File: src/rtl/peak_to_dds_ctrl_pkg.sv
// Shared types and constants for the FFT-peak to DDS tuning-word controller.
package peak_to_dds_ctrl_pkg;

  localparam int FTW_W  = 32;
  localparam int IDX_W  = 10;
  localparam int PROD_W = FTW_W + IDX_W;

  localparam logic [2:0] WT_NONE = 3'b000;
  localparam logic [2:0] WT_SS   = 3'b100;
  localparam logic [2:0] WT_TS   = 3'b110;
  localparam logic [2:0] WT_ST   = 3'b101;
  localparam logic [2:0] WT_TT   = 3'b111;

  typedef enum logic [2:0] {
    S_IDLE,
    S_SETTLE,
    S_CHECK,
    S_MUL_A,
    S_MUL_B,
    S_PUBLISH
  } state_e;

  function automatic logic [IDX_W-1:0] idx_absdiff(input logic [IDX_W-1:0] a,
                                                   input logic [IDX_W-1:0] b);
    return (a >= b) ? (a - b) : (b - a);
  endfunction

endpackage

File: src/rtl/peak_to_dds_ctrl_seq_mul_10x32.sv
// Sequential 10x32 unsigned shift-add multiplier, one multiplier bit per cycle.
module seq_mul_10x32
  import peak_to_dds_ctrl_pkg::*;
(
  input  logic              clk,
  input  logic              rst_ni,
  input  logic              start_i,
  input  logic [IDX_W-1:0]  a_i,
  input  logic [FTW_W-1:0]  b_i,
  output logic              done_o,
  output logic [PROD_W-1:0] prod_o
);

  logic [PROD_W-1:0] acc_q, acc_d;
  logic [PROD_W-1:0] mcand_q, mcand_d;
  logic [IDX_W-1:0]  mplier_q, mplier_d;
  logic [3:0]        step_q, step_d;
  logic              run_q, run_d;

  // The start cycle already accumulates bit 0, so ten edges cover all ten bits.
  always_comb begin
    acc_d    = acc_q;
    mcand_d  = mcand_q;
    mplier_d = mplier_q;
    step_d   = step_q;
    run_d    = run_q;
    if (start_i) begin
      acc_d    = a_i[0] ? PROD_W'(b_i) : '0;
      mcand_d  = PROD_W'(b_i) << 1;
      mplier_d = a_i >> 1;
      step_d   = 4'd1;
      run_d    = 1'b1;
    end else if (run_q) begin
      if (mplier_q[0]) begin
        acc_d = acc_q + mcand_q;
      end
      mcand_d  = mcand_q << 1;
      mplier_d = mplier_q >> 1;
      step_d   = step_q + 4'd1;
      if (step_q == 4'(IDX_W - 1)) begin
        run_d = 1'b0;
      end
    end
  end

  always_ff @(posedge clk or negedge rst_ni) begin
    if (!rst_ni) begin
      acc_q    <= '0;
      mcand_q  <= '0;
      mplier_q <= '0;
      step_q   <= '0;
      run_q    <= 1'b0;
    end else begin
      acc_q    <= acc_d;
      mcand_q  <= mcand_d;
      mplier_q <= mplier_d;
      step_q   <= step_d;
      run_q    <= run_d;
    end
  end

  // done flags the cycle whose closing edge writes the final partial product.
  assign done_o = run_q && !start_i && (step_q == 4'(IDX_W - 1));
  assign prod_o = acc_q;

endmodule

File: src/rtl/peak_to_dds_ctrl.sv
// Qualifies FFT peak bins over consecutive frames and publishes DDS tuning words.
module peak_to_dds_ctrl
  import peak_to_dds_ctrl_pkg::*;
#(
  parameter logic [31:0] FTW_K         = 32'd42950,
  parameter int          SETTLE_CYC    = 16,
  parameter int          STABLE_FRAMES = 3,
  parameter int          IDX_TOL       = 1,
  parameter int          IDX_MIN       = 2,
  parameter int          IDX_MAX       = 510
)(
  input  logic        clk,
  input  logic        rst,
  input  logic        frame_done,
  input  logic [2:0]  wave_type,
  input  logic [9:0]  max1_idx,
  input  logic [9:0]  max2_idx,
  output logic [31:0] ftw_a,
  output logic [31:0] ftw_b,
  output logic        tri_a,
  output logic        tri_b,
  output logic        ftw_valid,
  output logic        locked,
  output logic        busy
);

  localparam int SET_W = (SETTLE_CYC > 1) ? $clog2(SETTLE_CYC) : 1;
  localparam int CNT_W = 4;

  state_e             state_q;
  logic [SET_W-1:0]   settle_q;
  logic               fd_q;
  logic               start_q;

  logic [2:0]         smp_wt_q;
  logic [IDX_W-1:0]   smp_i1_q, smp_i2_q;
  logic [2:0]         cand_wt_q, cand_wt_d;
  logic [IDX_W-1:0]   cand_i1_q, cand_i1_d, cand_i2_q, cand_i2_d;
  logic [CNT_W-1:0]   cnt_q, cnt_d;
  logic [2:0]         pub_wt_q;
  logic [IDX_W-1:0]   pub_i1_q, pub_i2_q;

  logic [FTW_W-1:0]   prod_a_q;
  logic [FTW_W-1:0]   ftw_a_q, ftw_b_q;
  logic               tri_a_q, tri_b_q, valid_q, locked_q, busy_q;

  logic               rise;
  logic               smp_bad, smp_match, go_mul;
  logic               mul_done;
  logic [PROD_W-1:0]  mul_prod;
  logic [IDX_W-1:0]   mul_a;

  function automatic logic [FTW_W-1:0] sat_ftw(input logic [PROD_W-1:0] p);
    return (|p[PROD_W-1:FTW_W]) ? {FTW_W{1'b1}} : p[FTW_W-1:0];
  endfunction

  assign rise  = frame_done & ~fd_q;
  assign mul_a = (state_q == S_MUL_B) ? cand_i2_q : cand_i1_q;

  seq_mul_10x32 u_mul (
    .clk     (clk),
    .rst_ni  (rst),
    .start_i (start_q),
    .a_i     (mul_a),
    .b_i     (FTW_K),
    .done_o  (mul_done),
    .prod_o  (mul_prod)
  );

  // Frame qualification: the candidate holds its first values while matches accumulate.
  always_comb begin
    smp_bad = (smp_wt_q == WT_NONE)
           || (smp_i1_q < IDX_W'(IDX_MIN)) || (smp_i1_q > IDX_W'(IDX_MAX))
           || (smp_i2_q < IDX_W'(IDX_MIN)) || (smp_i2_q > IDX_W'(IDX_MAX))
           || (smp_i1_q > smp_i2_q);
    smp_match = (smp_wt_q == cand_wt_q)
             && (idx_absdiff(smp_i1_q, cand_i1_q) <= IDX_W'(IDX_TOL))
             && (idx_absdiff(smp_i2_q, cand_i2_q) <= IDX_W'(IDX_TOL));
    cand_wt_d = cand_wt_q;
    cand_i1_d = cand_i1_q;
    cand_i2_d = cand_i2_q;
    cnt_d     = cnt_q;
    if (smp_bad) begin
      cand_wt_d = WT_NONE;
      cand_i1_d = '0;
      cand_i2_d = '0;
      cnt_d     = '0;
    end else if (smp_match) begin
      cnt_d = (cnt_q >= CNT_W'(STABLE_FRAMES)) ? CNT_W'(STABLE_FRAMES) : cnt_q + 1'b1;
    end else begin
      cand_wt_d = smp_wt_q;
      cand_i1_d = smp_i1_q;
      cand_i2_d = smp_i2_q;
      cnt_d     = CNT_W'(1);
    end
    go_mul = !smp_bad && (cnt_d == CNT_W'(STABLE_FRAMES))
          && (!locked_q || (cand_wt_d != pub_wt_q)
              || (cand_i1_d != pub_i1_q) || (cand_i2_d != pub_i2_q));
  end

  always_ff @(posedge clk or negedge rst) begin
    if (!rst) begin
      state_q   <= S_IDLE;
      settle_q  <= '0;
      fd_q      <= 1'b0;
      start_q   <= 1'b0;
      smp_wt_q  <= '0;
      smp_i1_q  <= '0;
      smp_i2_q  <= '0;
      cand_wt_q <= '0;
      cand_i1_q <= '0;
      cand_i2_q <= '0;
      cnt_q     <= '0;
      pub_wt_q  <= '0;
      pub_i1_q  <= '0;
      pub_i2_q  <= '0;
      prod_a_q  <= '0;
      ftw_a_q   <= '0;
      ftw_b_q   <= '0;
      tri_a_q   <= 1'b0;
      tri_b_q   <= 1'b0;
      valid_q   <= 1'b0;
      locked_q  <= 1'b0;
      busy_q    <= 1'b0;
    end else begin
      fd_q    <= frame_done;
      valid_q <= 1'b0;
      start_q <= 1'b0;
      case (state_q)
        S_IDLE: begin
          if (rise) begin
            state_q  <= S_SETTLE;
            settle_q <= SET_W'(SETTLE_CYC - 1);
            busy_q   <= 1'b1;
          end
        end
        S_SETTLE: begin
          if (settle_q == '0) begin
            smp_wt_q <= wave_type;
            smp_i1_q <= max1_idx;
            smp_i2_q <= max2_idx;
            state_q  <= S_CHECK;
          end else begin
            settle_q <= settle_q - 1'b1;
          end
        end
        S_CHECK: begin
          cand_wt_q <= cand_wt_d;
          cand_i1_q <= cand_i1_d;
          cand_i2_q <= cand_i2_d;
          cnt_q     <= cnt_d;
          if (go_mul) begin
            state_q <= S_MUL_A;
            start_q <= 1'b1;
          end else begin
            state_q <= S_IDLE;
            busy_q  <= 1'b0;
          end
        end
        S_MUL_A: begin
          if (mul_done) begin
            state_q <= S_MUL_B;
            start_q <= 1'b1;
          end
        end
        S_MUL_B: begin
          // Product A is still in the accumulator on the edge that launches B.
          if (start_q) begin
            prod_a_q <= sat_ftw(mul_prod);
          end
          if (mul_done) begin
            state_q <= S_PUBLISH;
          end
        end
        S_PUBLISH: begin
          ftw_a_q  <= prod_a_q;
          ftw_b_q  <= sat_ftw(mul_prod);
          tri_a_q  <= cand_wt_q[1];
          tri_b_q  <= cand_wt_q[0];
          pub_wt_q <= cand_wt_q;
          pub_i1_q <= cand_i1_q;
          pub_i2_q <= cand_i2_q;
          valid_q  <= 1'b1;
          locked_q <= 1'b1;
          busy_q   <= 1'b0;
          state_q  <= S_IDLE;
        end
        default: begin
          state_q <= S_IDLE;
          busy_q  <= 1'b0;
        end
      endcase
    end
  end

  assign ftw_a     = ftw_a_q;
  assign ftw_b     = ftw_b_q;
  assign tri_a     = tri_a_q;
  assign tri_b     = tri_b_q;
  assign ftw_valid = valid_q;
  assign locked    = locked_q;
  assign busy      = busy_q;

endmodule

File: config.mk
export PLATFORM = sky130hd
export DESIGN_NAME = peak_to_dds_ctrl
export DESIGN_NICKNAME = d
export VERILOG_FILES = /design/src/rtl/peak_to_dds_ctrl_pkg.sv /design/src/rtl/peak_to_dds_ctrl_seq_mul_10x32.sv /design/src/rtl/peak_to_dds_ctrl.sv
export SDC_FILE = /design/constraint.sdc
export NUM_CORES = 1
export LEC_CHECK = 0
export BUFFER_PORTS_ARGS = -buffer_cell sky130_fd_sc_hd__buf_4
export CORE_MARGIN = 2
export CORE_UTILIZATION = 60
export CTS_CLUSTER_DIAMETER = 50
export DETAILED_ROUTE_END_ITERATION = 10
export GPL_TIMING_DRIVEN = 0
export HOLD_SLACK_MARGIN = 0.06
export MAX_ROUTING_LAYER = met4
export PLACE_DENSITY = 0.84
export SLEW_MARGIN = 30
export SYNTH_ARGS = -nofsm -noshare
export SYNTH_HDL_FRONTEND = slang
export SYNTH_SLANG_ARGS = --single-unit
File: constraint.sdc
create_clock -name clk -period 4.7 [get_ports clk]
set_input_delay 0.94 -clock clk [delete_from_list [all_inputs] [get_ports clk]]
set_output_delay 0.94 -clock clk [all_outputs]
set_load 0.01 [all_outputs]
Word-level counts from Yosys, hierarchy flattened
Cells that the tools add are included.

Register bits: 282. Bits of input ports: 26. Output and inout bits: 69. Logic and storage cells: 138.

Add/subtract/negate cells: 8. $lt $le $gt $ge: 10. Equal/unequal tests: 17. Multiplexer cells: 42. Bitwise operators: 3. Reductions and logical operators: 31.

Operators by type and width (count): $mux W42 (5); $mux W10 (9); $add A42 B42 Y42 (1); $sub A10 B10 Y10 (4); $mux W32 (1); $mux W4 (7); $ge A10 B10 Y1 (2); $gt A10 B9 Y1 const B (2); $le A10 B1 Y1 const B (2); $lt A10 B2 Y1 const B (2); $ne A10 B10 Y1 (2); $mux W3 (6); $mux W16 (1); $pmux W3 S5 (1); $ne A2 B2 Y1 const B (6); $gt A10 B10 Y1 (1); $reduce_or A10 Y1 (1); $add A4 B1 Y4 const B (2); $logic_or A1 B1 Y1 (8); $mux W1 (8); $pmux W4 S2 (1); $eq A3 B2 Y1 const B (2); $eq A3 B3 Y1 const B (2); $logic_and A1 B1 Y1 (6); 20 further kinds (29).

Logic depth before layout (Yosys ltp)
Gate-level depths: netlist of run 1.

Depth after elaboration: 14. Gate-level depth with buffers: 19.

Modules after synthesis
A second synthesis of run 1 with hierarchy kept.

Cell total of the unflattened synthesis: 1883. Area total of the unflattened synthesis: 16614.7 sq um.

Modules (own cells, without submodules): peak_to_dds_ctrl (times used 1, cells each 1123, area an instance 10004.6 sq um, sequential area each 4529.3 sq um); seq_mul_10x32 (times used 1, cells each 760, area an instance 6610.1 sq um, sequential area each 2427.3 sq um).

Worst setup path before layout of run 1
Ideal clock, no wire load.

Path type: register -> register. Start: register smp_i1_q[0]. End: register state_q[0]. Setup time: 139 ps. Data arrival time: 4159 ps. Required time: 4561 ps. Setup slack: 403 ps. Stages on the path, launching flop included: 19. Buffers on the path: 1. Cell sequence: dfrtp_1 inv_1 ha_1 inv_1 fa_1 a21o_1 a221oi_2 nor2_1 nor2b_2 mux2i_1 a211o_1 nor3_1 nor2b_4 buf_6 mux2i_1 mux2_4 nor4_4 a41oi_2 or4_1.

Longest elaborated chain between the ends: 14. Elaborated cells on any way between the ends: 35.

RTL lines: from (decl) (RTL line peak_to_dds_ctrl.sv:36) `logic [IDX_W-1:0] smp_i1_q, smp_i2_q;`; from (signal assigned) (RTL line peak_to_dds_ctrl.sv:140) `smp_i1_q <= max1_idx;`; $sub A10 B10 Y10, or another cell as far along (RTL line peak_to_dds_ctrl_pkg.sv:25) `return (a >= b) ? (a - b) : (b - a);`; $mux W10 or $logic_or A1 B1 Y1 (tied branches) (RTL line peak_to_dds_ctrl_pkg.sv:25, peak_to_dds_ctrl.sv:73); $le A10 B1 Y1 or $logic_or A1 B1 Y1 (tied branches) (RTL line peak_to_dds_ctrl.sv:77, peak_to_dds_ctrl.sv:73); $logic_and A1 B1 Y1 or $logic_or A1 B1 Y1 (tied branches) (RTL line peak_to_dds_ctrl.sv:77, peak_to_dds_ctrl.sv:74); $logic_and A1 B1 Y1 or $logic_or A1 B1 Y1 (tied branches) (RTL line peak_to_dds_ctrl.sv:78, peak_to_dds_ctrl.sv:74); $mux W3 or $logic_or A1 B1 Y1 (tied branches) (RTL line peak_to_dds_ctrl.sv:88, peak_to_dds_ctrl.sv:75); $mux W3 (RTL line peak_to_dds_ctrl.sv:83) `if (smp_bad) begin`; $ne A3 B3 Y1 (RTL line peak_to_dds_ctrl.sv:97) `&& (!locked_q || (cand_wt_d != pub_wt_q)`; $logic_or A1 B1 Y1 (RTL line peak_to_dds_ctrl.sv:97); $logic_or A1 B1 Y1 (2 in series) (RTL line peak_to_dds_ctrl.sv:98) `|| (cand_i1_d != pub_i1_q) || (cand_i2_d != pub_i2_q));`; $logic_and A1 B1 Y1 * (RTL line peak_to_dds_ctrl.sv:97); $mux W2 * (RTL line peak_to_dds_ctrl.sv:152) `if (go_mul) begin`; $pmux W3 S5 * (RTL line peak_to_dds_ctrl.sv:129) `case (state_q)`; to (signal assigned) (RTL line peak_to_dds_ctrl.sv:132) `state_q <= S_SETTLE;`; to (signal assigned) (RTL line peak_to_dds_ctrl.sv:153) `state_q <= S_MUL_A;`; to (signal assigned) (RTL line peak_to_dds_ctrl.sv:156) `state_q <= S_IDLE;`; to (decl) (RTL line peak_to_dds_ctrl.sv:30) `state_e state_q;`.

Mark *: on every way between the ends. The rest lies on a longest branch, timed or not. A chain may end at the register's enable or synchronous reset.

Final worst setup path of run 1
Ends and elaborated chain as after synthesis.

==> flow_summary_export.csv, run 1 <==
group,metric,value,unit
sta,drv_slew,0,
worst_setup_path,endpoint_kind,"flip-flop",
run_status,status,"complete, but fails checks",
logic_synthesis,ys_seq_area_share,44.23,%
logic_synthesis,yosysUniqueCellTypes,85,
floorplanning,die_area,27330,µm²
worst_setup_path,timing.rr.end,"state_q[0]$_DFFE_PN0P_",
logic_synthesis,synth_edf_count,0,
logic_synthesis,synthArstFlopShare,100.0,%
sta,finalClockSkew,22.25,ps
worst_setup_path,slowest_delay,480,ps
logic_synthesis,ys_seq_elements,276,
placed_design,numPortBuffers,94,
floorplanning,rows,59,
layout,design_area,18620,µm²
pwr,p_total,7.773,mW
layout,n_antenna_cell,0,
sta,worst_slew_pin_slew,891.1,ps
worst_setup_path,critPathLaunchType,"flip-flop",
clocking,cts_root_buf,"clkbuf_16",
logic_synthesis,synth_warnings,0,
route,firstDrtPassIters,8,
layout,areaGrowthSynthToFinish,19.23,%
logic_synthesis,syn_area_per_cell,8.996,µm²
hold_path,hold_path_class,"primary input to async pin",
layout,fillCellCount,1894,
worst_setup_path,path_cells,"inv_4 > ha_4 > inv_2 > fa_2 > a21o_1 > a221oi_4 > buf_4 > xnor2_1 > a21oi_1 > a22oi_2 > a221oi_2 > nand4_2 > nor2b_4 > buf_8 > mux2i_4 > mux2_4 > nor4_4 > a41oi_2 > or4_1",
global_route,grt_usage,33.63,%
pwr,peakVddDrop,430.9,µV
sta,period_needed,4725,ps
clocking,cts_made_buffers,34,
sta,worst_slack,-25.22,ps
pwr,power.leakage,8.804,nW
worst_setup_path,required,5080,ps
worst_setup_path,path_buf_inv,4,
logic_synthesis,netlist_area,15620,µm²
logic_synthesis,yosys.area.top_type_share,44.23,%
layout,finalNonFillerCells,2265,
pwr,switchingPower,2.661,mW
run_status,violations,"setup timing",
clocking,cts_tree,"built",
placed_design,placed_cells,2168,
route,avgViaCountPerCell,6.157,
sta,rsz0062_at_grt,"true",
floorplanning,start_util,60.44,%
floorplanning,core_area,25840,µm²
logic_synthesis,yosysTopAreaCell,"dfrtp_1",
pwr,switching_share,34.23,%
logic_synthesis,synth_common_cells,"dfrtp_1, nand2_1, o21ai_0, nor2_1, a21oi_1",
pwr,combPwrFrac,30.0,%
worst_setup_path,worstRegToRegCells,19,
global_route,grt_max_degree,83,
layout,register_area,6933,µm²
logic_synthesis,synth_nets,1858,
route,post_drt_wl_per_cell,19.90,µm
clocking,cts_sinks,276,
logic_synthesis,ys.flop_type,"dfrtp_1",
global_route,grt_pass1_wl,69.97,mm
layout,num-nets-final,2027,
clocking,htree_num_levels,2,
sta,report.final.setup_viol,2,
sta,max_slew_margin,40.59,%
flow_run,drv_cap,0,
sta,post-route-period-util,100.5,%
route,detail-route-antenna-nets,0,
clocking,cts.clk_slew.worst_paths,60,ps
clocking,clockBufferDepth,3,
clocking,cts_hold_repair.buffers,0,
sta,hold_viol_final,0,
layout,multi_input_area,8288,µm²
logic_synthesis,synth_area_leaders,"dfrtp_1, ha_1, nand2_1",
floorplanning,die_w,165.3,µm
worst_setup_path,timing.rr.start,"smp_i1_q[0]$_DFFE_PN0P_",
layout,drive_above_1_share,15.85,%
pwr,clockPowerShare,34.6,%
global_route,grt-ovfl-total,0,
route,drtIter0Drc,1344,
placed_design,gp_congestion,0.9911,
worst_setup_path,r2r_slack,-30,ps
clocking,clock_latency,520,ps
worst_setup_path,worstSetupPathType,"flip-flop to flip-flop",
pwr,internal_power,5.113,mW
placed_design,dp_hpwl,32.39,mm
pwr,p_seq_share,35.4,%
floorplanning,io_pins,95,
worst_setup_path,cp.arrival,5100,ps
pwr,power_density,417.5,nW/µm²
worst_setup_path,critical_path.slowest_cell,"or4_1",
placed_design,place_area,16830,µm²
route,routed_wl,45.08,mm
global_route,grt_pass1_vias,13217,
route,vias,13945,
logic_synthesis,synth_cells,1736,
route,drc,0,
worst_setup_path,crit_family,"compound AO/OA/AOI/OAI gates",
global_route,antenna_found_initial,0,
sta,max_freq,211.6,MHz
floorplanning,die_y,165.3,µm
worst_setup_path,critPathMaxFanout,4,
repair_timing:
action,4_1_cts,5_1_grt
pin swaps,9,21
setup endpoints to repair,4,3
gates cloned,0,1
setup buffers,11,28
gates resized for setup,42,54
endpoints found under the hold margin,0,0
how the worst max path moves through the flow:
stage                            startpoint                endpoint  cells after the start
floorplan           smp_i1_q[0]$_DFFE_PN0P_  state_q[0]$_DFFE_PN0P_                     18
global route        smp_i1_q[0]$_DFFE_PN0P_  state_q[0]$_DFFE_PN0P_                     19
finish              smp_i1_q[0]$_DFFE_PN0P_  state_q[0]$_DFFE_PN0P_                     19
detailed placement  smp_i1_q[7]$_DFFE_PN0P_  state_q[0]$_DFFE_PN0P_                     17
global placement    smp_i1_q[8]$_DFFE_PN0P_  state_q[0]$_DFFE_PN0P_                     17
CTS                 smp_i2_q[3]$_DFFE_PN0P_  state_q[0]$_DFFE_PN0P_                     16
power by group through the flow:
stage	combinational (mW)	clock [mW]	sequential, mW
floorplan	1.38	0	2.68
global placement	1.83	0	2.78
detailed placement	1.87	0	2.78
CTS	2.03	2.71	2.74
global route	2.54	2.81	2.75
finish	2.33	2.69	2.75
cell usage in the layout, fill, tap and decap left out, types with 20 or more instances in the layout:
cell type and n:
dfrtp_1 255, xnor2_1 30, ha_1 82, o21ai_0 150
mux2i_1 42, a22o_1 22, inv_1 66, nand2_1 275
dfrtp_2 21, clkbuf_16 36, nor3_1 31, nor2b_1 25
nand2b_1 20, nor4_1 20, buf_4 130, clkbuf_1 64
nor2_1 149, a21o_1 32, a21oi_1 119
metrics by stage:
| stage | util [%] | TNS, ps | setup slack [ps] | hold WS (ps) |
|---|---|---|---|---|
| after floorplan | - | 0 | 402.6 | 434.8 |
| after global placement | 64.79 | -912.3 | -442.9 | 452.6 |
| after detailed placement | 65.14 | -991.3 | -472.1 | 455.8 |
| after CTS | 70.35 | 0 | 8.549 | 376.8 |
| after global routing | 72.06 | -359.9 | -155.4 | 398.0 |
| final | 72.06 | -33.77 | -25.22 | 358.6 |
area by class of cell:
class                           instances  share of cell area (%)
Multi-Input combinational cell       1294                   44.51
Inverter                               84                   1.814
Sequential cell                       276                   37.24
Clock buffer                           44                   5.154
Timing Repair Buffer                  137                   6.068
Clock inverter                         17                   1.142
Buffer                                 78                   1.821
Tap cell                              335                   2.251
registers in the layout (all words and copies together) (netlist names), 3 cells and up:
name / flops
cnt_q: 4
pub_i1_q: 10
u_mul.mplier_q: 9
cand_i2_q: 10
ftw_a: 32
smp_wt_q: 3
state_q: 3
u_mul.prod_o: 41
settle_q: 4
u_mul.step_q: 4
u_mul.mcand_q: 40
prod_a_q: 32
cand_i1_q: 10
smp_i1_q: 10
pub_i2_q: 10
cand_wt_q: 3
smp_i2_q: 10
pub_wt_q: 3
ftw_b: 32
cell families after synthesis:
logic type | share of synthesized area (%)
xor+xnor | 2.804
mux | 3.133
fa+ha+maj | 7.932
flops | 44.23
buf+inv | 4.214
compound gates | 19.73
simple gates | 17.96
per-layer routing:
metal	track usage, %	vias up	share of wire (%)
li1	-	6452	-
met1	46.99	6826	44
met2	49.81	558	45
met3	6.968	109	8.2
met4	10.23	0	2.6
met5	-	-	0
Power figures use the tool's default switching activity.
==> inputs of run 2 (changes only) <==
--- a/config.mk
+++ b/config.mk
@@ -10,10 +10,11 @@
 export CORE_UTILIZATION = 60
 export CTS_CLUSTER_DIAMETER = 50
 export DETAILED_ROUTE_END_ITERATION = 10
+export GPL_ROUTABILITY_DRIVEN = 1
 export GPL_TIMING_DRIVEN = 0
 export HOLD_SLACK_MARGIN = 0.06
 export MAX_ROUTING_LAYER = met4
-export PLACE_DENSITY = 0.84
+export PLACE_DENSITY_LB_ADDON = 0.08
 export SLEW_MARGIN = 30
 export SYNTH_ARGS = -nofsm -noshare
 export SYNTH_HDL_FRONTEND = slang
==> run 2 against run 1 <==
Net effect: the run still ends with setup timing left; register-to-register slack about the same; sequential share of layout area up 0.30 points; largest power group unchanged; utilization down 0.57 points.
==> flow_summary_export.csv, run 2 (synthesized netlist as in run 1, its figures left out) <==
group,metric,value,unit
worst_setup_path,critical_path.slowest_cell,"dfrtp_2",
layout,n_antenna_cell,0,
global_route,grt_pass1_vias,12735,
global_route,grt_usage,33.72,%
layout,design_area,18470,µm²
sta,post-route-period-util,100.2,%
clocking,cts_hold_repair.buffers,0,
clocking,cts_made_buffers,34,
route,avgViaCountPerCell,6.101,
sta,final.setup.tns,-10.57,ps
sta,rsz0062_at_grt,"true",
layout,drive_above_1_share,15.62,%
worst_setup_path,timing.rr.start,"smp_i1_q[7]$_DFFE_PN0P_",
worst_setup_path,crit_family,"simple AND/OR/NAND/NOR gates",
worst_setup_path,endpoint_kind,"flip-flop",
worst_setup_path,path_cells,"inv_1 > ha_2 > a21oi_2 > o21ai_0 > o22ai_2 > nor2b_4 > mux2i_4 > a211o_1 > nor3_4 > nor2b_4 > buf_12 > mux2i_4 > mux2_4 > nor4_4 > a41oi_2 > or4_1",
global_route,grt-ovfl-total,0,
route,drc,0,
route,vias,13764,
sta,hold_viol_final,0,
floorplanning,die_w,165.3,µm
floorplanning,core_area,25840,µm²
worst_setup_path,critPathLaunchType,"flip-flop",
placed_design,gp_congestion,1.002,
run_status,violations,"setup timing",
pwr,power_density,411.3,nW/µm²
pwr,power.leakage,8.708,nW
sta,period_needed,4711,ps
floorplanning,die_area,27330,µm²
worst_setup_path,required,5090,ps
global_route,grt_max_degree,84,
run_status,status,"complete, but fails checks",
placed_design,numPortBuffers,94,
layout,fin_util,71.50,%
clocking,clockBufferDepth,3,
sta,hold_ws,437.1,ps
layout,areaGrowthSynthToFinish,18.29,%
route,detail-route-antenna-nets,0,
layout,largest_register_ffs,41,
clocking,htree_num_levels,2,
clocking,cts.clk_slew.worst_paths,50,ps
worst_setup_path,critPathMaxFanout,9,
sta,worst_slew_pin_slew,780.1,ps
global_route,grt_pass1_wl,69.63,mm
floorplanning,start_util,60.44,%
placed_design,place_area,16830,µm²
layout,final_common_cell,"nand2_1",
route,drtIter0Drc,1233,
floorplanning,die_y,165.3,µm
sta,max_freq,212.3,MHz
route,firstDrtPassIters,8,
layout,most-common-layout-cells,"nand2_1, dfrtp_1, o21ai_0",
floorplanning,io_pins,95,
worst_setup_path,worstSetupPathType,"flip-flop to flip-flop",
hold_path,hold_path_class,"primary input to async pin",
clocking,cts_tree,"built",
global_route,antenna_found_initial,0,
worst_setup_path,slowest_delay,510,ps
pwr,peakVddDrop,354.6,µV
placed_design,dp_hpwl,33.02,mm
worst_setup_path,startpoint,"smp_i1_q[7]$_DFFE_PN0P_",
clocking,clock_latency,510,ps
clocking,cts_sinks,276,
route,routed_wl,44.90,mm
floorplanning,rows,59,
layout,num-nets-final,2021,
layout,multi_input_area,8318,µm²
sta,max_slew_margin,47.51,%
worst_setup_path,path_buf_inv,2,
layout,register_area,6933,µm²
worst_setup_path,cp.arrival,5100,ps
route,post_drt_wl_per_cell,19.90,µm
flow_run,drv_cap,0,
clocking,cts_root_buf,"clkbuf_16",
sta,drv_slew,0,
layout,fillCellCount,1986,
sta,report.final.setup_viol,1,
sta,worst_slack,-10.57,ps
sta,finalClockSkew,21.10,ps
run 2: changes by cell type in the layout (fill, tap and decap cells not counted), moves of 3 or more:
| cell | previous run | this run |
|---|---|---|
| a21oi_2 | 6 | 9 |
| inv_6 | 4 | 1 |
| clkbuf_1 | 64 | 68 |
| a21oi_1 | 119 | 116 |
| buf_4 | 130 | 126 |
run 2: cell type report:
type                    count  share of cell area, %
clock inverters            12                 0.6638
repair buffers            131                  5.710
plain buffers              78                  1.849
clock buffers              46                  5.127
well taps                 335                  2.269
flip-flops and latches    276                  37.53
multi-input cells        1294                  45.03
inverters                  84                  1.822
run 2: worst register-to-register path, delay by kind of cell (launching register included):
kind	cells	cell delay (ps)
AND/OR/NAND/NOR	5	1500
buffers and inverters	2	270
flip-flops	1	510
multiplexers	3	720
AO/OA/AOI/OAI	5	1200
adder cells (fa/ha/maj)	1	400
run 2: timing repair:
item,in CTS,in global routing
pin swaps,8,25
gates resized for setup,46,56
buffers inserted,13,21
gates cloned,0,0
endpoints found under the setup margin,24,3
run 2: path summary, 6_finish.rpt:
| path | to | slack [ps] | cells past startpoint |
|---|---|---|---|
| worst min register to register | ftw_a[18]$_DFFE_PN0P_ | 470 | 2 |
| min in group clk | ftw_a[18]$_DFFE_PN0P_ | 470 | 2 |
| worst min-delay path | pub_i1_q[1]$_DFFE_PN0P_ | 440 | 1 |
| max in group asynchronous | u_mul.mcand_q[13]$_DFFE_PN0P_ | 3220 | 3 |
| worst max register to register | state_q[0]$_DFFE_PN0P_ | -10 | 16 |
| worst max-delay path | state_q[0]$_DFFE_PN0P_ | -10 | 16 |
run 2: report_power, final:
group | switching [mW] | internal, mW
combinational | 1.39 | 0.959
sequential | 0.240 | 2.52
clock | 1.01 | 1.48
run 2: through the flow:
step                      instances  worst slack, ps  total power [mW]
after global placement         2165           -780.3             4.630
after global routing           2256           -178.7             7.943
after CTS                      2235            1.294             7.312
final                          2256           -10.57             7.597
after floorplan                1736            402.6             4.064
after detailed placement       2168           -693.8             4.675
run 2: routing by layer:
layer  global-route usage, %  routed length (µm)  vias to the layer above
met1                   49.77               20750                     6718
met4                   6.387                 771                        0
met3                   7.617                4143                       74
li1                        -                   -                     6440
met2                   48.28               19230                      532
met5                       -                   0                        -
